<file path="config.mk">
export PLATFORM = sky130hd
export DESIGN_NAME = buzzer_seq
export DESIGN_NICKNAME = d
export VERILOG_FILES = /design/src/rtl/buzzer_seq_pkg.sv /design/src/rtl/buzzer_seq_tick.sv /design/src/rtl/buzzer_seq.sv
export SDC_FILE = /design/constraint.sdc
export NUM_CORES = 1
export LEC_CHECK = 0
export CORE_ASPECT_RATIO = 1.5
export CORE_MARGIN = 5
export CORE_UTILIZATION = 55
export CTS_BUF_LIST = sky130_fd_sc_hd__clkbuf_8
export CTS_CLUSTER_SIZE = 25
export DETAILED_ROUTE_END_ITERATION = 6
export PLACE_DENSITY = 0.78
export SETUP_SLACK_MARGIN = 0.3
export SYNTH_ARGS = -nofsm -noshare
export SYNTH_HDL_FRONTEND = slang
export SYNTH_SLANG_ARGS = --single-unit
</file>
<file path="constraint.sdc">
create_clock -name clk -period 3.1 [get_ports clk]
set_input_delay 0.465 -clock clk [delete_from_list [all_inputs] [get_ports clk]]
set_output_delay 0.465 -clock clk [all_outputs]
set_load 0.005 [all_outputs]
</file>
<file path="src/rtl/buzzer_seq_pkg.sv">
// buzzer_seq_pkg
//   Shared definitions for the buzzer pattern sequencer: register word
//   indices, CTRL/STATUS bit positions, step field layout and the FSM
//   state encoding.
package buzzer_seq_pkg;

    // Register word indices
    localparam logic [3:0] REG_CTRL      = 4'd0;
    localparam logic [3:0] REG_STATUS    = 4'd1;
    localparam logic [3:0] REG_STEP_BASE = 4'd8;

    // CTRL bits
    localparam int CTRL_START = 0;
    localparam int CTRL_STOP  = 1;
    localparam int CTRL_LOOP  = 2;

    // STATUS bits
    localparam int STATUS_BUSY    = 0;
    localparam int STATUS_IDX_LSB = 4;
    localparam int STATUS_DONE    = 8;

    // Step register layout
    localparam int TONE_W   = 2;
    localparam int DUR_W    = 8;
    localparam int TONE_LSB = 0;
    localparam int DUR_LSB  = 8;

    typedef enum logic {
        IDLE = 1'b0,
        PLAY = 1'b1
    } state_t;

    typedef struct packed {
        logic [DUR_W-1:0]  dur;
        logic [TONE_W-1:0] tone;
    } step_t;

endpackage

</file>
<file path="src/rtl/buzzer_seq_tick.sv">
// buzzer_seq_tick
//   Duration prescaler. Counts modulo DIV while en is high and emits a
//   one-cycle tick on the last count of each period.
//   Ports:
//     clk, RST : clock, synchronous active-high reset
//     clr      : force count to 0 (restart the period)
//     en       : advance the count
//     tick     : one-cycle pulse every DIV enabled cycles
module buzzer_seq_tick #(
    parameter int DIV = 50000
) (
    input  logic clk,
    input  logic RST,
    input  logic clr,
    input  logic en,
    output logic tick
);
    localparam int CW = $clog2(DIV);
    localparam logic [CW-1:0] LAST = CW'(DIV - 1);

    logic [CW-1:0] cnt_q;

    always_ff @(posedge clk) begin
        if (RST || clr) begin
            cnt_q <= '0;
        end else if (en) begin
            cnt_q <= (cnt_q == LAST) ? '0 : cnt_q + 1'b1;
        end
    end

    // A clear in the same cycle restarts the period, so no tick then.
    assign tick = en && !clr && (cnt_q == LAST);

endmodule

</file>
<file path="src/rtl/buzzer_seq.sv">
// buzzer_seq
//   Pattern sequencer feeding the buzzer tone generator's mode input.
//   Software loads up to NSTEP {tone, dur} steps, then STARTs playback;
//   each step is held for dur * TICK_DIV cycles, optionally looping.
//   Ports:
//     clk, RST      : clock, synchronous active-high reset
//     we, re        : single-cycle register write / read strobes
//     addr, wdata   : register word index and write data
//     rdata         : registered read data (valid the cycle after re)
//     mode_o        : {6'b0, tone} to the buzzer
//     busy_o        : high while a pattern plays
//     done_o        : one-cycle pulse at natural pattern end
module buzzer_seq
    import buzzer_seq_pkg::*;
#(
    parameter int TICK_DIV = 50000,
    parameter int NSTEP    = 8
) (
    input  logic        clk,
    input  logic        RST,
    input  logic        we,
    input  logic        re,
    input  logic [3:0]  addr,
    input  logic [31:0] wdata,
    output logic [31:0] rdata,
    output logic [7:0]  mode_o,
    output logic        busy_o,
    output logic        done_o
);
    localparam int IDX_W = $clog2(NSTEP);

    step_t             steps [NSTEP];
    logic              loop_q;

    state_t            state_q, state_d;
    logic [IDX_W-1:0]  idx_q, idx_d, idx_nxt;
    logic [TONE_W-1:0] tone_q, tone_d;
    logic [DUR_W-1:0]  dur_q, dur_d;
    logic              done_d;
    logic              sticky_q, sticky_d;

    logic              tick, pre_clr, pre_en;
    logic              ctrl_wr, status_rd, start, stop;
    logic [3:0]        step_off;
    logic              step_hit;
    logic [IDX_W-1:0]  step_sel;
    logic [31:0]       rd_val;
    logic              unused_wdata;

    assign unused_wdata = ^{wdata[31:16], wdata[7:3]};

    // ---------------- bus decode ----------------
    assign ctrl_wr   = we && (addr == REG_CTRL);
    assign status_rd = re && (addr == REG_STATUS);
    assign start     = ctrl_wr && wdata[CTRL_START];
    assign stop      = ctrl_wr && wdata[CTRL_STOP];

    assign step_off  = addr - REG_STEP_BASE;
    assign step_hit  = (addr >= REG_STEP_BASE) && ({28'b0, step_off} < 32'(NSTEP));
    assign step_sel  = step_off[IDX_W-1:0];

    // ---------------- register file ----------------
    always_ff @(posedge clk) begin
        if (RST) begin
            for (int i = 0; i < NSTEP; i++) steps[i] <= '0;
            loop_q <= 1'b0;
        end else if (we) begin
            if (addr == REG_CTRL) loop_q <= wdata[CTRL_LOOP];
            if (step_hit) begin
                steps[step_sel].tone <= wdata[TONE_LSB +: TONE_W];
                steps[step_sel].dur  <= wdata[DUR_LSB +: DUR_W];
            end
        end
    end

    always_comb begin
        rd_val = '0;
        if (addr == REG_STATUS) begin
            rd_val[STATUS_BUSY]              = busy_o;
            rd_val[STATUS_IDX_LSB +: IDX_W]  = idx_q;
            // A done event in the read cycle is reported, not lost.
            rd_val[STATUS_DONE]              = sticky_q | done_d;
        end else if (step_hit) begin
            rd_val[TONE_LSB +: TONE_W] = steps[step_sel].tone;
            rd_val[DUR_LSB +: DUR_W]   = steps[step_sel].dur;
        end
    end

    // Clear-on-read wins over a simultaneous done event; the read
    // itself already returned that event.
    assign sticky_d = status_rd ? 1'b0 : (sticky_q | done_d);

    always_ff @(posedge clk) begin
        if (RST) begin
            rdata    <= '0;
            sticky_q <= 1'b0;
        end else begin
            if (re) rdata <= rd_val;
            sticky_q <= sticky_d;
        end
    end

    // ---------------- prescaler ----------------
    // Held at zero while idle and restarted on every START so step 0
    // always gets a full first tick period.
    assign pre_en  = (state_q == PLAY);
    assign pre_clr = start || (state_q == IDLE);

    buzzer_seq_tick #(.DIV(TICK_DIV)) u_tick (
        .clk  (clk),
        .RST  (RST),
        .clr  (pre_clr),
        .en   (pre_en),
        .tick (tick)
    );

    // ---------------- FSM ----------------
    assign idx_nxt = idx_q + 1'b1;

    always_ff @(posedge clk) begin
        if (RST) begin
            state_q <= IDLE;
            idx_q   <= '0;
            tone_q  <= '0;
            dur_q   <= '0;
            done_o  <= 1'b0;
        end else begin
            state_q <= state_d;
            idx_q   <= idx_d;
            tone_q  <= tone_d;
            dur_q   <= dur_d;
            done_o  <= done_d;
        end
    end

    always_comb begin
        state_d = state_q;
        idx_d   = idx_q;
        tone_d  = tone_q;
        dur_d   = dur_q;
        done_d  = 1'b0;
        mode_o  = '0;
        busy_o  = 1'b0;

        if (state_q == PLAY) begin
            mode_o[TONE_W-1:0] = tone_q;
            busy_o             = 1'b1;
        end

        if (stop) begin
            state_d = IDLE;
        end else if (start) begin
            if (steps[0].dur != '0) begin
                state_d = PLAY;
                idx_d   = '0;
                tone_d  = steps[0].tone;
                dur_d   = steps[0].dur;
            end else begin
                // Empty pattern: finish immediately, even with LOOP set.
                state_d = IDLE;
                done_d  = 1'b1;
            end
        end else if ((state_q == PLAY) && tick) begin
            if (dur_q == DUR_W'(1)) begin
                if ((idx_q != IDX_W'(NSTEP - 1)) && (steps[idx_nxt].dur != '0)) begin
                    idx_d  = idx_nxt;
                    tone_d = steps[idx_nxt].tone;
                    dur_d  = steps[idx_nxt].dur;
                end else if (loop_q && (steps[0].dur != '0)) begin
                    // Step 0 may have been zeroed while playing; never
                    // wrap onto an empty pattern.
                    idx_d  = '0;
                    tone_d = steps[0].tone;
                    dur_d  = steps[0].dur;
                end else begin
                    state_d = IDLE;
                    done_d  = 1'b1;
                end
            end else begin
                dur_d = dur_q - 1'b1;
            end
        end
    end

endmodule

</file>
**Yosys cells after proc, flatten, opt, wreduce, memory -nomap -nowiden**

Memories as Yosys holds them, arrays and structs flattened.
Cells that the tools add are included.

- Magnitude comparators: 2
- Reductions and logical operators: 26
- Bitwise operators: 3
- Add/sub/neg operators: 4
- Multipliers: 0
- Shift-type cells: 0
- Div/mod/pow operators: 0
- Muxes and demuxes: 50
- Eq/ne operators: 8

Operators with widths:

| operator | count |
|---|---|
| $mux 8 | 7 |
| $mux 1 | 24 |
| $mux 3 | 8 |
| $add 16x1->16 const B | 1 |
| $eq 16x16->1 const B | 1 |
| $mux 16 | 1 |
| $mux 2 | 8 |
| $reduce_bool 8->1 | 2 |
| $logic_and 1x1->1 | 10 |
| $mux 10 | 1 |
| $reduce_or 10->1 | 1 |
| $eq 8x1->1 const B | 1 |
| $reduce_and 4->1 | 2 |
| $sub 8x1->8 const B | 1 |
| $mux 7 | 1 |
| $reduce_and 5->1 | 1 |
| $eq 4x1->1 const B | 1 |
| $ge 4x4->1 const B | 1 |
| $logic_not 4->1 | 1 |
| $lt 4x4->1 const B | 1 |
| $ne 2x2->1 const B | 2 |
| $ne 4x2->1 const B | 1 |
| $reduce_bool 2->1 | 2 |
| $reduce_or 2->1 | 2 |
| other kinds (10) | 12 |

- Bits in registers: 46
- Memories kept: 1
- Bits in writable memories: 80
- Memory bits (read-only): 0
- Bits of input ports: 40
- Output and inout port bits: 42
- Latch bits: 0
- Logic and storage cells: 103

Memory list:

| name | words | bits a word | rd ports | clocked after Yosys merged registers in | write ports | line | text |
|---|---|---|---|---|---|---|---|
| steps | 8 | 10 | 3 | 0 | 8 | buzzer_seq.sv:32 | `step_t steps [NSTEP];` |

**Logic depth before layout (Yosys ltp)**

- Depth after elaboration: 13
- Mapped depth: 11
- Gate-level depth less buffers: 9

**Hierarchy**

A second synthesis with hierarchy kept.

- Cells, all modules: 618
- Area total of the unflattened synthesis: 7,175.6 sq um

By module, submodules not included:

| module | area each (sq um) | instances | cells each | sequential area each (sq um) |
|---|---|---|---|---|
| buzzer_seq | 6,397.4 | 1 | 535 | 3,002.9 |
| buzzer_seq_tick | 778.2 | 1 | 83 | 320.3 |

**Least setup slack after synthesis**

No wires, ideal clock.

- Path kind: register -> register
- Start point: register idx_q[0]
- End point: register rdata[8]
- Buffers on the path: 2
- Clock period less this slack: 2.856 ns
- Library setup time: 0.075 ns
- Required time: 3.025 ns
- Stages on the path, launching flop included: 12
- Data arrival time: 2.781 ns
- Path slack: 0.244 ns
- Path through: dfxtp_1 ha_1 ha_1 buf_2 buf_2 mux4_2 mux2i_1 and4_4 a21oi_4 or4_1 a21o_1 o22ai_2

- Longest elaborated chain between the ends: 11
- Elaborated cells between the ends (all ways): 12
- Classes of those cells: add/sub (1); eq/ne (1); mux (6); bitwise (1); reduce/logical (2); memory (1)

Ends and longest elaborated chain:

| what | line | text |
|---|---|---|
| start: declaration | buzzer_seq.sv:36 | `logic [IDX_W-1:0] idx_q, idx_d, idx_nxt;` |
| start signal: assignment | buzzer_seq.sv:129 | `idx_q <= idx_d;` |
| $add 3x1->3 | buzzer_seq.sv:118 | `assign idx_nxt = idx_q + 1'b1;` |
| $mem_v2 8x10 | - |  |
| $reduce_bool 8->1 | buzzer_seq.sv:165 | `if ((idx_q != IDX_W'(NSTEP - 1)) && (steps[idx_nxt].dur != '0)) begin` |
| $logic_and 1x1->1 (*) | buzzer_seq.sv:165 |  |
| $mux 1 (*) | buzzer_seq.sv:165 |  |
| $mux 1 (*) | buzzer_seq.sv:164 | `if (dur_q == DUR_W'(1)) begin` |
| $mux 1 (*) | buzzer_seq.sv:163 | `end else if ((state_q == PLAY) && tick) begin` |
| $mux 1 (*) | buzzer_seq.sv:152 | `end else if (start) begin` |
| $mux 1 (*) | buzzer_seq.sv:150 | `if (stop) begin` |
| $or 1x1->1 (*) | buzzer_seq.sv:82 | `rd_val[STATUS_DONE] = sticky_q \| done_d;` |
| $mux 1 (*) | buzzer_seq.sv:78 | `if (addr == REG_STATUS) begin` |
| end signal: assignment | buzzer_seq.sv:98 | `if (re) rdata <= rd_val;` |
| end: declaration | buzzer_seq.sv:25 | `output logic [31:0] rdata,` |

Every way passes the cells marked *; elsewhere a longest branch is shown, timed or not.
A chain may end at the register's enable or synchronous reset.

**Final worst setup path**

- Start point: register idx_q[0]
- End point: register dur_q[1]

- Longest elaborated chain between the ends: 8
- Elaborated cells between the ends (all ways): 11
- Classes of those cells: add/sub (1); eq/ne (2); mux (4); reduce/logical (3); memory (1)

Ends and longest elaborated chain:

| what | line | text |
|---|---|---|
| $add 3x1->3 | buzzer_seq.sv:118 |  |
| $mem_v2 8x10 | - |  |
| $reduce_bool 8->1 | buzzer_seq.sv:165 |  |
| $logic_and 1x1->1 | buzzer_seq.sv:165 |  |
| $mux 8 | buzzer_seq.sv:165 |  |
| $mux 8 | buzzer_seq.sv:164 |  |
| $mux 8 | buzzer_seq.sv:163 |  |
| $mux 8 | buzzer_seq.sv:152 |  |
| end signal: assignment | buzzer_seq.sv:131 | `dur_q <= dur_d;` |
| end: declaration | buzzer_seq.sv:38 | `logic [DUR_W-1:0] dur_q, dur_d;` |

Several ways; a longest one is shown, not always the timed one. The select of a mux whose other input is x is not followed.

==> metrics <==
status finished, final reports clean; Reg power frac 53.2%; Seq/Total Area, Yosys 48.8%; Reg clk slew, reported paths 0.08 ns; largest net degree at the start of global routing 42; DRC viols 0; first-pass iteration count of the detailed router 7; Synth Cell Area 0.00682 mm2; drt wl/cell 22.3 um; share of post-route cells with drive strength above 1 24.9%; CTS Buf Count 17; leakage 2.84 nW; Reg-to-Reg End dur_q[1]; CTS max path bufs 2; syn avg cell area 12.0 um2; via-per-instance ratio 6.12; die width 101 um; VDD IR-drop max 0.312 mV; final worst slack 0.240 ns; Clock power frac 36.9%; FMAX 350 MHz; Reg2Reg Setup Slack 0.24 ns; post-synth cell types 61; Mapped Cells 569; NumNets Final 678; Root Buffer clkbuf_8; die span in y 146 um; combinational share of power 10.0%; die area 0.0148 mm2; Rows 49; yosys warns 0; Final Non-Filler Cells 799; pre-CTS setup slack -0.102 ns; number of global-route vias before repair 5,102; cell area after layout 0.00800 mm2; Post-synth ARST share 0%; FF-to-FF Start idx_q[0]; crit end category register; total I/O pin count 82; HPWL after DPL 12.2 mm; Worst-Margin Slew 1.13 ns; Pint 2.65 mW; Switch Pwr 0.912 mW; H-tree levels 4; final-report hold violation count 0; worst min-delay path class reg -> reg; area growth from synthesis to layout 17.4%; Port Buffer Count 35; Sw Share 25.6%; clock sinks 126; final number of setup-violating endpoints 0; startpoint types register; Pwr Total 3.57 mW; Post-synth EDFFs 80; initial antenna violation count 0; Slew Viols, Final 0; Yosys reg bits 126; first-pass GRT wire length 27.4 mm; WS Path Type reg -> reg; Core ar. 0.0121 mm2; Critical Path RT 3.46 ns; grt ovf 0; Routed Wire Length 17.8 mm; pwr/cell area 446 mW/mm2; Hold-fix buffers, CTS 0; period utilization 92.2%; worst setup path start idx_q[0]; Clk Latency, worst-skew pair 0.45 ns; CP arrival 3.22 ns; cells on worst reg2reg path 11; Primary FF master, synth edfxtp_1; Detail Route Antenna Nets 0; initial cell density of the core 56.4%; clock period minus worst slack 2.86 ns; CTS tree built; Max-cap violations 0; placed insts 758; number of DRC markers in iteration 0 373; Routability Congestion 0.866; diode count 0; via count 4,890; Placed Area 0.00737 mm2; RSZ-0062 raised after global routing true; Setup Skew 0.0134 ns; CP Max Fanout 7; Hold WS 0.464 ns; crit path capture dur_q[1]; Total Routing Usage GR 24.8%; Slew headroom 24.1%
-- layout make-up --
type | instances | area [um2]
timing repair buffer | 81 | 756
tap | 153 | 191
clock buffer | 17 | 234
sequential | 126 | 3330
fill | 873 | 4080
multi-input combinational | 397 | 3330
clock inverter | 15 | 123
inverter | 10 | 37.5
-- how the worst min path moves through the flow --
stage | start | to | cells after the start
after detailed placement | u_tick.cnt_q[0] | u_tick.cnt_q[0] | 1
after CTS | u_tick.cnt_q[0] | u_tick.cnt_q[0] | 1
after global placement | u_tick.cnt_q[0] | u_tick.cnt_q[0] | 1
after floorplan | u_tick.cnt_q[0] | u_tick.cnt_q[0] | 1
final | u_tick.cnt_q[0] | u_tick.cnt_q[0] | 1
after global routing | u_tick.cnt_q[0] | u_tick.cnt_q[0] | 1
-- metal layers --
metal  track usage [%]  vias up  share of wire, %
met5                 0        -                 0
met4              14.7        0               5.2
met3              5.20       75               7.7
met2              43.6      248                54
met1              26.7     2389                33
li1                  -     2178                 -
-- Yosys cell counts (2+ instances only) --
cell / number / area share (%)
nand3_1: 8 / 0.59
and2_1: 85 / 7.8
nor2b_1: 4 / 0.37
a22oi_1: 12 / 1.3
or4_1: 3 / 0.33
nor4_1: 4 / 0.37
mux4_1: 8 / 3.1
clkbuf_1: 22 / 1.2
xor2_1: 7 / 0.90
or3_1: 5 / 0.46
a21oi_1: 12 / 0.88
buf_2: 4 / 0.29
nand2_1: 17 / 0.94
buf_4: 26 / 2.9
dfxtp_1: 46 / 14
xnor2_1: 9 / 1.2
a221oi_1: 4 / 0.51
o21ai_0: 8 / 0.59
o32ai_1: 2 / 0.26
or2_1: 2 / 0.18
edfxtp_1: 80 / 35
nor3_1: 12 / 0.88
buf_1: 6 / 0.33
a211o_1: 2 / 0.26
ha_1: 5 / 0.92
nand2b_1: 5 / 0.46
inv_1: 10 / 0.55
mux2_2: 15 / 2.5
mux4_2: 32 / 11
mux2i_1: 11 / 1.6
or2_2: 9 / 0.83
a211oi_1: 2 / 0.22
nor2_1: 52 / 2.9
nand4_1: 5 / 0.46
nand3b_1: 7 / 0.77
o31ai_1: 3 / 0.33
-- repair_timing --
action,CTS,global route
cloned,1,0
pin swaps,8,10
endpoints found under the setup margin,15,15
resized for setup,26,16
setup buffers,6,2
-- state kept, by name, indices dropped and copies added (netlist names) --
name / flops
dur_q: 8
done_o: 1
steps: 80
pre_en: 1
tone_q: 2
rdata: 13
u_tick.cnt_q: 16
sticky_q: 1
idx_q: 3
loop_q: 1
-- power groups by stage --
stage	registers [mW]	clock network, mW	logic, mW
3_3_place_gp	1.92	0	0.327
2_1_floorplan	1.91	0	0.227
3_5_place_dp	1.93	0	0.334
5_1_grt	1.90	1.40	0.375
6_report	1.90	1.31	0.355
4_1_cts	1.89	1.32	0.348
-- logic make-up after synthesis --
| logic type | Yosys count | synth area share, % |
|---|---|---|
| AO/OA/AOI/OAI | 58 | 6.24 |
| XOR/XNOR | 16 | 2.06 |
| adder cells (fa/ha/maj) | 5 | 0.918 |
| buffers and inverters | 70 | 5.71 |
| flip-flops | 126 | 48.8 |
| multiplexers | 66 | 17.8 |
| other | 1 | 0.0550 |
| AND/OR/NAND/NOR | 227 | 18.5 |
-- through the flow --
stage | setup TNS (ns) | utilization [%]
finish | 0 | 66.3
floorplan | 0 | -
detailed placement | -0.447 | 61.0
global route | 0 | 66.3
global placement | 0 | 61.0
CTS | 0 | 65.5
-- worst max-delay path, cell delays in order (launching register included) --
cell and delay (ns):
dfxtp_4 0.37, ha_4 0.16, ha_4 0.37, mux4_1 0.33
mux2i_2 0.26, buf_4 0.17, and4b_2 0.28, buf_6 0.12
a41o_1 0.14, a21oi_1 0.08, a211o_1 0.26, a221oi_2 0.23
-- cells in the final DEF (no fill, tap or decap), types with 3 or more instances in the layout --
cell	Yosys	routed
edfxtp_1	80	80
or2_2	9	9
mux4_1	8	7
xnor2_1	9	9
buf_6	1	4
nand4_1	5	5
xor2_1	7	7
nor3_1	12	11
conb_1	1	25
nand2_1	17	17
ha_1	5	3
inv_1	10	11
clkinvlp_4	0	4
a21oi_1	12	12
clkbuf_8	0	17
nor2b_1	4	4
mux2i_2	0	5
clkdlybuf4s50_1	0	35
mux4_2	32	33
clkinv_2	0	4
o21ai_0	8	8
nor2_1	52	51
buf_4	26	39
a22oi_1	12	12
mux2i_1	11	5
mux2_2	15	14
a221oi_1	4	3
nand3b_1	7	7
or3_1	5	4
nor4_1	4	4
dfxtp_1	46	44
and2_1	85	85
nand3_1	8	8
nand2b_1	5	5
Note: power is estimated with default switching activity, not from simulation.
